## config.mk

```make
export PLATFORM = sky130hd
export DESIGN_NAME = pipeline_hazard_ctrl
export DESIGN_NICKNAME = d
export VERILOG_FILES = /design/src/rtl/hazard_defs_pkg.sv /design/src/rtl/pipeline_hazard_ctrl_fwd_select.sv /design/src/rtl/pipeline_hazard_ctrl.sv
export SDC_FILE = /design/constraint.sdc
export NUM_CORES = 1
export LEC_CHECK = 0
export ABC_AREA = 1
export ABC_CLOCK_PERIOD_IN_PS = 1700
export CORE_MARGIN = 2
export CORE_UTILIZATION = 58
export DETAILED_ROUTE_END_ITERATION = 8
export DONT_BUFFER_PORTS = 1
export PLACE_DENSITY = 0.84
export SYNTH_ARGS = -nofsm -noshare
export SYNTH_HDL_FRONTEND = slang
export SYNTH_SLANG_ARGS = --single-unit
```

## constraint.sdc

```tcl
create_clock -name clk -period 1.7 [get_ports clk]
set_clock_uncertainty 0.1 [all_clocks]
set_input_delay 0.34 -clock clk [delete_from_list [all_inputs] [get_ports clk]]
set_output_delay 0.34 -clock clk [all_outputs]
set_load 0.01 [all_outputs]
```

## src/rtl/hazard_defs_pkg.sv

```systemverilog
// Shared encodings for the pipeline hazard controller: forwarding selects and FSM states.
package hazard_defs;
    localparam logic [1:0] FWD_REG = 2'd0;
    localparam logic [1:0] FWD_MEM = 2'd1;
    localparam logic [1:0] FWD_WB  = 2'd2;

    typedef enum logic {
        ST_RUN   = 1'b0,
        ST_FLUSH = 1'b1
    } state_t;
endpackage

```

## src/rtl/pipeline_hazard_ctrl_fwd_select.sv

```systemverilog
// Per-operand forwarding select for the EX-stage ALU; combinational, MEM beats WB, $zero never forwarded.
module fwd_select
    import hazard_defs::*;
#(
    parameter int REG_AW = 5
) (
    input  logic [REG_AW-1:0] src,
    input  logic [REG_AW-1:0] mem_rd,
    input  logic              mem_regwrite,
    input  logic [REG_AW-1:0] wb_rd,
    input  logic              wb_regwrite,
    output logic [1:0]        sel
);
    always_comb begin
        sel = FWD_REG;
        if (mem_regwrite && (mem_rd != '0) && (mem_rd == src)) begin
            sel = FWD_MEM;
        end else if (wb_regwrite && (wb_rd != '0) && (wb_rd == src)) begin
            sel = FWD_WB;
        end
    end
endmodule

```

## src/rtl/pipeline_hazard_ctrl.sv

```systemverilog
// Hazard/branch controller for a 5-stage pipeline: operand forwarding, load-use stalls,
// taken-branch redirect and squash, plus saturating stall/flush counters.
module pipeline_hazard_ctrl
    import hazard_defs::*;
#(
    parameter int REG_AW     = 5,
    parameter int CNT_W      = 16,
    parameter int BR_PENALTY = 2
) (
    input  logic              clk,
    input  logic              reset,
    input  logic [REG_AW-1:0] id_rs,
    input  logic [REG_AW-1:0] id_rt,
    input  logic              id_uses_rs,
    input  logic              id_uses_rt,
    input  logic [REG_AW-1:0] ex_rs,
    input  logic [REG_AW-1:0] ex_rt,
    input  logic [REG_AW-1:0] ex_rd,
    input  logic              ex_memread,
    input  logic              ex_branch,
    input  logic              ex_taken,
    input  logic [31:0]       ex_target,
    input  logic [REG_AW-1:0] mem_rd,
    input  logic              mem_regwrite,
    input  logic [REG_AW-1:0] wb_rd,
    input  logic              wb_regwrite,
    output logic              pc_write,
    output logic              pc_sel_br,
    output logic [31:0]       pc_target,
    output logic              ifid_write,
    output logic              ifid_flush,
    output logic              idex_flush,
    output logic [1:0]        fwd_a,
    output logic [1:0]        fwd_b,
    output logic [CNT_W-1:0]  stall_cnt,
    output logic [CNT_W-1:0]  flush_cnt,
    output logic              busy_flush
);
    // Two bubbles are squashed in the branch cycle itself; only the excess needs FLUSH cycles.
    localparam int SH_W    = $clog2(BR_PENALTY + 1);
    localparam int SH_INIT = (BR_PENALTY > 2) ? (BR_PENALTY - 2) : 1;

    state_t          state, state_nxt;
    logic [SH_W-1:0] sh, sh_nxt;
    logic            taken, load_use;
    logic            stall_inc, flush_inc;

    fwd_select #(.REG_AW(REG_AW)) u_fwd_a (
        .src          (ex_rs),
        .mem_rd       (mem_rd),
        .mem_regwrite (mem_regwrite),
        .wb_rd        (wb_rd),
        .wb_regwrite  (wb_regwrite),
        .sel          (fwd_a)
    );

    fwd_select #(.REG_AW(REG_AW)) u_fwd_b (
        .src          (ex_rt),
        .mem_rd       (mem_rd),
        .mem_regwrite (mem_regwrite),
        .wb_rd        (wb_rd),
        .wb_regwrite  (wb_regwrite),
        .sel          (fwd_b)
    );

    assign taken    = ex_branch && ex_taken;
    assign load_use = ex_memread && (ex_rd != '0) &&
                      ((id_uses_rs && (id_rs == ex_rd)) || (id_uses_rt && (id_rt == ex_rd)));
    assign pc_target = ex_target;

    always_comb begin
        state_nxt  = state;
        sh_nxt     = sh;
        pc_write   = 1'b1;
        pc_sel_br  = 1'b0;
        ifid_write = 1'b1;
        ifid_flush = 1'b0;
        idex_flush = 1'b0;
        busy_flush = 1'b0;
        stall_inc  = 1'b0;
        flush_inc  = 1'b0;
        case (state)
            ST_RUN: begin
                if (taken) begin
                    pc_sel_br  = 1'b1;
                    ifid_flush = 1'b1;
                    idex_flush = 1'b1;
                    flush_inc  = 1'b1;
                    if (BR_PENALTY > 2) begin
                        state_nxt = ST_FLUSH;
                        sh_nxt    = SH_W'(SH_INIT);
                    end
                end else if (load_use) begin
                    pc_write   = 1'b0;
                    ifid_write = 1'b0;
                    idex_flush = 1'b1;
                    stall_inc  = 1'b1;
                end
            end
            ST_FLUSH: begin
                // Branch/load flags here belong to squashed slots and are ignored.
                busy_flush = 1'b1;
                sh_nxt     = sh - 1'b1;
                if (sh == SH_W'(1)) begin
                    state_nxt = ST_RUN;
                end
            end
            default: begin
                state_nxt = ST_RUN;
            end
        endcase
    end

    always_ff @(posedge clk or posedge reset) begin
        if (reset) begin
            state     <= ST_RUN;
            sh        <= '0;
            stall_cnt <= '0;
            flush_cnt <= '0;
        end else begin
            state <= state_nxt;
            sh    <= sh_nxt;
            if (stall_inc && (stall_cnt != '1)) begin
                stall_cnt <= stall_cnt + 1'b1;
            end
            if (flush_inc && (flush_cnt != '1)) begin
                flush_cnt <= flush_cnt + 1'b1;
            end
        end
    end
endmodule

```

; Word level (Yosys, flattened, before mapping)
; Index checks and enable logic that the tools add are counted.
[word_totals]
elab_cells = 50
regBits = 35
input_bits = 76
[op_classes]
n_reduce_logical = 17
eq_ne = 9
add_sub_neg = 3
muxes = 17
[op_table]
columns = cell, n
row1 = 16-bit by 1-bit adder with 16-bit output (second input constant), 2
row2 = 16-bit != test (second input constant), 2
row3 = 5-bit equality test, 6
row4 = 5-bit nonzero test, 3
row5 = 1-bit logical AND, 13
row6 = 1-bit two-way mux, 13
row7 = 2-bit two-way mux, 4
row8 = 2-bit by 1-bit equality test with 1-bit output (second input constant), 1
row9 = 2-bit by 1-bit subtractor with 2-bit output (second input constant), 1
row10 = 1-bit logical OR, 1

; Logic depth before layout (Yosys ltp)
; Gate-level depths: netlist of the first run.
[logic_depth]
ltp_word = 8
depth_mapped = 11
mapped_depth_nobuf = 11

; Modules after synthesis
; From an unflattened synthesis of the first run, not the netlist that was laid out.
[unflattened]
hier_cells = 431
hier_area_um2 = 2849.0
[by_module_without_submodules]
columns = module, instances, cells_each, area_each_um2
row1 = pipeline_hazard_ctrl, 1, 331, 2421.1
row2 = fwd_select, 2, 50, 214.0

; Worst setup path after synthesis of the first run
; No wires, ideal clock.
[synth_timing]
path_type = register to register
from = register stall_cnt[0]
to = register stall_cnt[5]
arrival_ns = 1.438
n_path_buf = 1
required_time_ns = 1.483
stages_incl_launch_ff = 9
setup_ns = 0.117
setup_slack_ns = 0.046
cell_sequence = dfrtp_1 -> ha_1 -> nand3_1 -> inv_2 -> nand4_1 -> nand4_2 -> buf_2 -> nand2_1 -> nand2_1
[synth_via]
elab_chain_len = 2
word_cells_on_any_way = 3
[synth_rtl]
columns = item, line
row1 = from (decl), pipeline_hazard_ctrl.sv:35  ; output logic [CNT_W-1:0] stall_cnt,
row2 = from (signal assigned), pipeline_hazard_ctrl.sv:124  ; stall_cnt <= stall_cnt + 1'b1;
row3 = branches (longest 2 deep; another with 16-bit by 1-bit adder with 16-bit output), --
; Parallel ways; which one is timed is not known.
; A chain may end at the register's enable or synchronous reset.

; Worst setup path in the final report of the first run
[layout_timing]
from = register stall_cnt[1]
to = register stall_cnt[3]
; The elaborated chain is that of the path after synthesis.

==> results of run 1 <==
metal layers:
layer / vias to the layer above / global-route usage / wire length (um)
met5: - / 0 / 0
met4: 0 / 0.08386 / 100
met3: 16 / 0.07173 / 577
met2: 100 / 0.4311 / 3098
met1: 1039 / 0.2523 / 2255
li1: 1122 / - / -
path summary, 6_finish.rpt:
check,slack (ns),cells past startpoint,end
worst min-delay path,0.32,4,stall_cnt[0]$_DFFE_PP0P_
min in group asynchronous,0.50,3,flush_cnt[14]$_DFFE_PP0P_
max in group asynchronous,0.66,3,stall_cnt[4]$_DFFE_PP0P_
worst max-delay path,0.08,9,stall_cnt[3]$_DFFE_PP0P_
worst max register to register,0.08,9,stall_cnt[3]$_DFFE_PP0P_
worst min register to register,0.37,1,sh[0]$_DFFE_PP0P_
cells by family (layout without fill, tap and decap cells):
group,Yosys count,in the layout,synth area share
DFF,35,35,0.3300
buffers and inverters,77,80,0.1603
AOI/OAI and AO/OA,8,8,0.01509
xor gates and xnor gates,46,46,0.1518
adders and majority gates,3,3,0.01415
and+or+nand+nor,205,206,0.3286
layout make-up:
| type | instances | area [sq um] |
|---|---|---|
| repair buffers | 32 | 255.2 |
| flip-flops and latches | 35 | 878.3 |
| clock inverters | 1 | 5.005 |
| multi-input cells | 263 | 1443 |
| clock buffers | 7 | 76.32 |
| inverters | 40 | 150.1 |
| well taps | 52 | 65.06 |
| fillers | 363 | 1511 |
report_power, final:
part / leakage (nW) / internal [mW] / total [mW] / switching, mW
Clock: 0.0422 / 0.287 / 0.572 / 0.285
Combinational: 0.958 / 0.229 / 0.508 / 0.280
Sequential: 0.467 / 0.930 / 1.04 / 0.114
stage by stage:
stage,hold slack [ns],instances
finish,0.3209,430
global route,0.3621,430
CTS,0.3801,427
detailed placement,0.2661,417
global placement,0.2578,417
floorplan,0.3480,374
registers in the layout, summed over array words and instances (netlist names):
name / cells
state: 1
sh: 2
flush_cnt: 16
stall_cnt: 16
placed cells by master (no fill, tap or decap), types with 3 or more instances in the layout:
cell / netlist / final
xnor2_1: 21 / 21
buf_4: 34 / 30
nor3_1: 11 / 9
nand2_1: 129 / 129
xor2_1: 25 / 25
nor3_2: 1 / 3
nand3_1: 14 / 11
inv_2: 7 / 8
o21ai_1: 4 / 4
nand3_2: 0 / 3
dfrtp_1: 35 / 33
nor2_1: 34 / 28
inv_1: 32 / 32
clkbuf_8: 0 / 5
nor2_4: 1 / 3
nor2_2: 1 / 5
nand4_1: 6 / 6
repair_timing:
| action | 4_1_cts | 5_1_grt |
|---|---|---|
| hold buffers | 1 | 0 |
| pin swaps | 1 | 5 |
| endpoints found under the setup margin | 18 | 31 |
| cloned | 0 | 1 |
| hold endpoints to repair | 35 | 0 |
| buffers inserted | 1 | 2 |
| resized for setup | 2 | 19 |
critical path: stages (launching register included):
cell and delay [ns]:
dfrtp_1 0.36, ha_2 0.20, nand3_2 0.09, inv_2 0.08, nand4_1 0.22, inv_2 0.14
nor2_4 0.05, buf_12 0.14, nand2_1 0.06, nand2_1 0.05
==> key figures, run 1 <==
Outcome
  • Outcome: complete, no violations

Synthesis
  • Post-synth top area share: 0.3300
  • Syn avg cell area: 7.096 sq um
  • Synth Instances: 374
  • Most common cell in the netlist: nand2_1
  • Register area share after synthesis: 0.3300
  • Post-synth top flop: dfrtp_1
  • Library cells used by synthesis: 27
  • Synth area leader: dfrtp_1
  • Syn Nets: 453
  • Number of flops mapped to enable cells by yosys: 0
  • Synth top area cells: dfrtp_1 33%, nand2_1 18%, buf_4 9.6%
  • Post-Syn Area: 0.002654 sq mm
  • #FFs+latches synth: 35
  • Commonest cells in the netlist: 129 x nand2_1, 35 x dfrtp_1, 34 x buf_4, 34 x nor2_1, 32 x inv_1
  • Synthesis Warnings: 0
  • Fraction of synthesis flops using an asynchronous set or reset pin: 1.000

Setup path
  • FF-to-FF Start: stall_cnt[1]$_DFFE_PP0P_
  • CP arrival: 1.69 ns
  • Crit end category: flop
  • Worst Path Required: 1.77 ns
  • Critical path class: reg -> reg
  • Maximum fanout along the worst path: 16
  • Crit. Startpoint: stall_cnt[1]$_DFFE_PP0P_
  • Critical Path Source Type: flop

Finish
  • Design area: 0.002873 sq mm
  • Number of antenna diodes: 0
  • Final net count: 456
  • Syn-to-layout area delta: 8.251%
  • Share of cells above drive strength 1: 0.1799
  • Final core occ: 0.6553

Drt
  • Vias per cell: 5.295
  • Antenna Nets Post-Route: 0
  • Via count: 2277
  • # DRC: 0
  • Drt total wl: 6032 um
  • Drt first pass iters: 4
  • Drt wl/cell: 14.03 um
  • Iter 0 DRT Violations: 81

Global routing
  • Global-route wire length before repair: 9542 um
  • GR Overflow Total: 0
  • GRT Overall Usage: 0.2345
  • Antenna violations before repair: 0
  • Number of global-route vias before repair: 2237
  • Largest net degree at the start of global routing: 36

Timing
  • RSZ-0062 raised after global routing: yes
  • Setup_tns: 0 ns
  • Hold Vio Cnt, Final: 0
  • Slew @ Worst Pin: 0.4452 ns
  • Worst setup margin: 0.08219 ns
  • Relative slew slack: 0.7032
  • Minimum clock period: 1.618 ns
  • Final setup violation count: 0
  • Slew Limit Fails: 0
  • Final worst path period share: 0.9517
  • F_max: 618.1 MHz

Floorplan
  • Row cnt: 24
  • Die area: 0.005132 sq mm
  • Core area: 0.004384 sq mm
  • Die H: 71.64 um
  • Starting Density: 0.6053
  • IO Pins: 150
  • Chip width: 71.64 um

Hold path
  • Hold Crit Start: ex_taken
  • Hold Crit Class: in -> reg

Clocking
  • Clk slew on worst S/H paths: 0.07 ns
  • H-tree depth: 2
  • CTS tree: built
  • Clock buffer count from CTS: 5
  • Clock sinks: 35
  • Max Root-Sink Buffers: 2
  • Clock latency at the later pin of the worst-skew pair: 0.28 ns
  • Root Driver: clkbuf_8

Pwr
  • Power Total: 2.124 mW
  • Peak supply drop: 0.6451 mV
  • Leak: 1.467 nW
  • Power per Cell Area: 739.4 mW/mm^2

Placed design
  • Post-DP Area: 0.002654 sq mm
  • Placer Congestion: 0.8045
  • Port Buffers: 0
  • Place WS: -0.07183 ns
  • Post-DP HPWL: 4637 um

Job
  • Max-cap violations: 0
Note: power is estimated with default switching activity, not from simulation.
==> run 2: changes to the inputs <==
--- a/config.mk
+++ b/config.mk
@@ -12,6 +12,8 @@
 export DETAILED_ROUTE_END_ITERATION = 8
 export DONT_BUFFER_PORTS = 1
 export PLACE_DENSITY = 0.84
+export RECOVER_POWER = 100
 export SYNTH_ARGS = -nofsm -noshare
 export SYNTH_HDL_FRONTEND = slang
 export SYNTH_SLANG_ARGS = --single-unit
+export TNS_END_PERCENT = 10
==> key figures, run 2 (same netlist as run 1, synthesis figures left out) <==
Outcome
  • Outcome: complete, no violations

Finish
  • FF+latch area: 877.1 sq um (-0.14%)
  • Share of cells above drive strength 1: 0.1614 (-0.01852)
  • Post-Layout Cell Count: 430 (unchanged)
  • Syn-to-layout area delta: 7.308%
  • Final net count: 456 (unchanged)
  • Number of antenna diodes: 0 (unchanged)
  • Fillcell total: 373 (+2.8%)
  • Final core occ: 0.6495 (-0.005708)
  • Multi-input combinational cell area: 0.001440 sq mm (-0.17%)
  • Biggest regs: flush_cnt (16), stall_cnt (16), sh (2)
  • Commonest non-fill, non-tap cell in the layout: nand2_1
  • Most frequent cells in the layout: 129 x nand2_1, 34 x dfrtp_1, 32 x inv_1

Timing
  • Relative slew slack: 0.4050 (-0.2982)
  • Slew Limit Fails: 0 (unchanged)
  • Final worst path period share: 0.9587 (+0.007087)
  • F_max: 613.6 MHz (-0.74%)
  • Slew @ Worst Pin: 0.8925 ns (+0.4472 ns)
  • Setup_tns: 0 ns (unchanged)
  • Final setup violation count: 0 (unchanged)
  • Minimum clock period: 1.630 ns (+0.01205 ns)
  • Hold slack: 0.3123 ns (-0.008687 ns)
  • RSZ-0062 raised after global routing: yes
  • Hold Vio Cnt, Final: 0 (unchanged)

Global routing
  • GRT Overall Usage: 0.2345 (unchanged)
  • GR Overflow Total: 0 (unchanged)
  • Number of global-route vias before repair: 2237 (unchanged)
  • Global-route wire length before repair: 9542 um (unchanged)
  • Antenna violations before repair: 0 (unchanged)
  • Largest net degree at the start of global routing: 36 (unchanged)

Setup path
  • Family with the most delay on the worst path: simple AND/OR/NAND/NOR gates
  • Crit end category: flop
  • Maximum fanout along the worst path: 8 (-8)
  • Most used cell, CP: nand2_1
  • Setup slack, reg-to-reg: 0.07 ns (about the same)
  • FF-to-FF End: stall_cnt[3]$_DFFE_PP0P_
  • Critical path class: reg -> reg
  • Worst path slowest cell: dfrtp_1
  • CP arrival: 1.70 ns (about the same)
  • Crit path cell chain: ha_1 -> nand3_2 -> inv_2 -> nand4_1 -> nand4_2 -> nand2_1 -> nand2_1
  • Worst Path Required: 1.77 ns (about the same)
  • WP buf/inv: 1 (-2)
  • Reg2Reg Depth: 7 (-2)
  • Critical Path Source Type: flop
  • FF-to-FF Start: stall_cnt[0]$_DFFE_PP0P_
  • Slowest cell delay on critical path: 0.39 ns (+0.03 ns)

Pwr
  • Leak: 1.448 nW (-1.3%)
  • Power per Cell Area: 745.2 mW/mm^2 (+0.78%)
  • Power Total: 2.122 mW (about the same)
  • Peak supply drop: 0.6300 mV (-2.3%)

Placed design
  • Placed Instances: 417 (unchanged)
  • Port Buffers: 0 (unchanged)
  • Placer Congestion: 0.8045 (unchanged)
  • Post-DP HPWL: 4637 um (unchanged)

Floorplan
  • Row cnt: 24 (unchanged)
  • IO Pins: 150 (unchanged)
  • Core area: 0.004384 sq mm (unchanged)
  • Die area: 0.005132 sq mm (unchanged)
  • Die H: 71.64 um (unchanged)
  • Chip width: 71.64 um (unchanged)
  • Starting Density: 0.6053 (unchanged)

Hold path
  • Hold depth: 4 (unchanged)
  • Hold Crit Class: in -> reg
  • Hold Crit Start: ex_taken
  • Hold path endpoint: stall_cnt[0]$_DFFE_PP0P_

Drt
  • Iter 0 DRT Violations: 89 (+9.9%)
  • Drt wl/cell: 14.07 um (+0.31%)
  • Drt total wl: 6051 um (+0.31%)
  • Antenna Nets Post-Route: 0 (unchanged)
  • Drt first pass iters: 4 (unchanged)
  • Vias per cell: 5.295 (unchanged)
  • Via count: 2277 (unchanged)
  • # DRC: 0 (unchanged)

Job
  • Max-cap violations: 0 (unchanged)

Clocking
  • H-tree depth: 2 (unchanged)
  • Root Driver: clkbuf_8
  • Clk slew on worst S/H paths: 0.07 ns (about the same)
  • CTS tree: built
  • Clock latency at the later pin of the worst-skew pair: 0.28 ns (about the same)
  • Clock buffer count from CTS: 5 (unchanged)
  • Max Root-Sink Buffers: 2 (unchanged)
  • Clock sinks: 35 (unchanged)
==> run 2: worst max path at each step <==
stage	from	endpoint	cells after the start
floorplan	stall_cnt[0]$_DFFE_PP0P_	stall_cnt[5]$_DFFE_PP0P_	8
global placement	flush_cnt[0]$_DFFE_PP0P_	flush_cnt[15]$_DFFE_PP0P_	9
detailed placement	stall_cnt[0]$_DFFE_PP0P_	stall_cnt[13]$_DFFE_PP0P_	7
CTS	flush_cnt[0]$_DFFE_PP0P_	flush_cnt[14]$_DFFE_PP0P_	10
global route	id_rt[0]	idex_flush	8
finish	stall_cnt[0]$_DFFE_PP0P_	stall_cnt[3]$_DFFE_PP0P_	7
==> run 2: layer usage <==
metal,GRT usage,vias up,share of wire
met4,0.08386,0,0.014
met2,0.4311,98,0.51
li1,-,1120,-
met3,0.07173,14,0.095
met5,0,-,0
met1,0.2523,1045,0.38
==> run 2: cell type report <==
class / instances / share of cell area
Timing Repair Buffer: 32 / 0.08216
Inverter: 40 / 0.05272
Sequential cell: 35 / 0.3080
Multi-Input combinational cell: 263 / 0.5057
Clock inverter: 1 / 0.001757
Tap cell: 52 / 0.02285
Clock buffer: 7 / 0.02680
==> run 2: report_power, final <==
| part | total, mW | switching (mW) | internal, mW | leakage, nW |
|---|---|---|---|---|
| Combinational | 0.506 | 0.280 | 0.226 | 0.938 |
| Clock | 0.573 | 0.286 | 0.287 | 0.0422 |
| Sequential | 1.04 | 0.115 | 0.927 | 0.468 |
| Total | 2.12 | 0.681 | 1.44 | 1.45 |
==> run 2: stage by stage <==
step	worst slack [ns]	instance area [sq um]
global route	-0.02808	2848
floorplan	0.04557	2654
global placement	0.02127	2654
detailed placement	-0.07183	2654
CTS	-0.02118	2778
finish	0.07014	2848
==> run 2: timing repair <==
action / CTS / global route
cloned: 0 / 1
buffers inserted: 1 / 2
endpoints found under the setup margin: 18 / 31
resized for setup: 2 / 18
hold buffers: 1 / 0
hold endpoints to repair: 35 / 0
pin swaps: 1 / 5
==> run 2: worst reg2reg max path: stages (launching register included) <==
cell     delay, ns
dfrtp_1       0.39
ha_1          0.23
nand3_2       0.10
inv_2         0.05
nand4_1       0.18
nand4_2       0.27
nand2_1       0.15
nand2_1       0.06
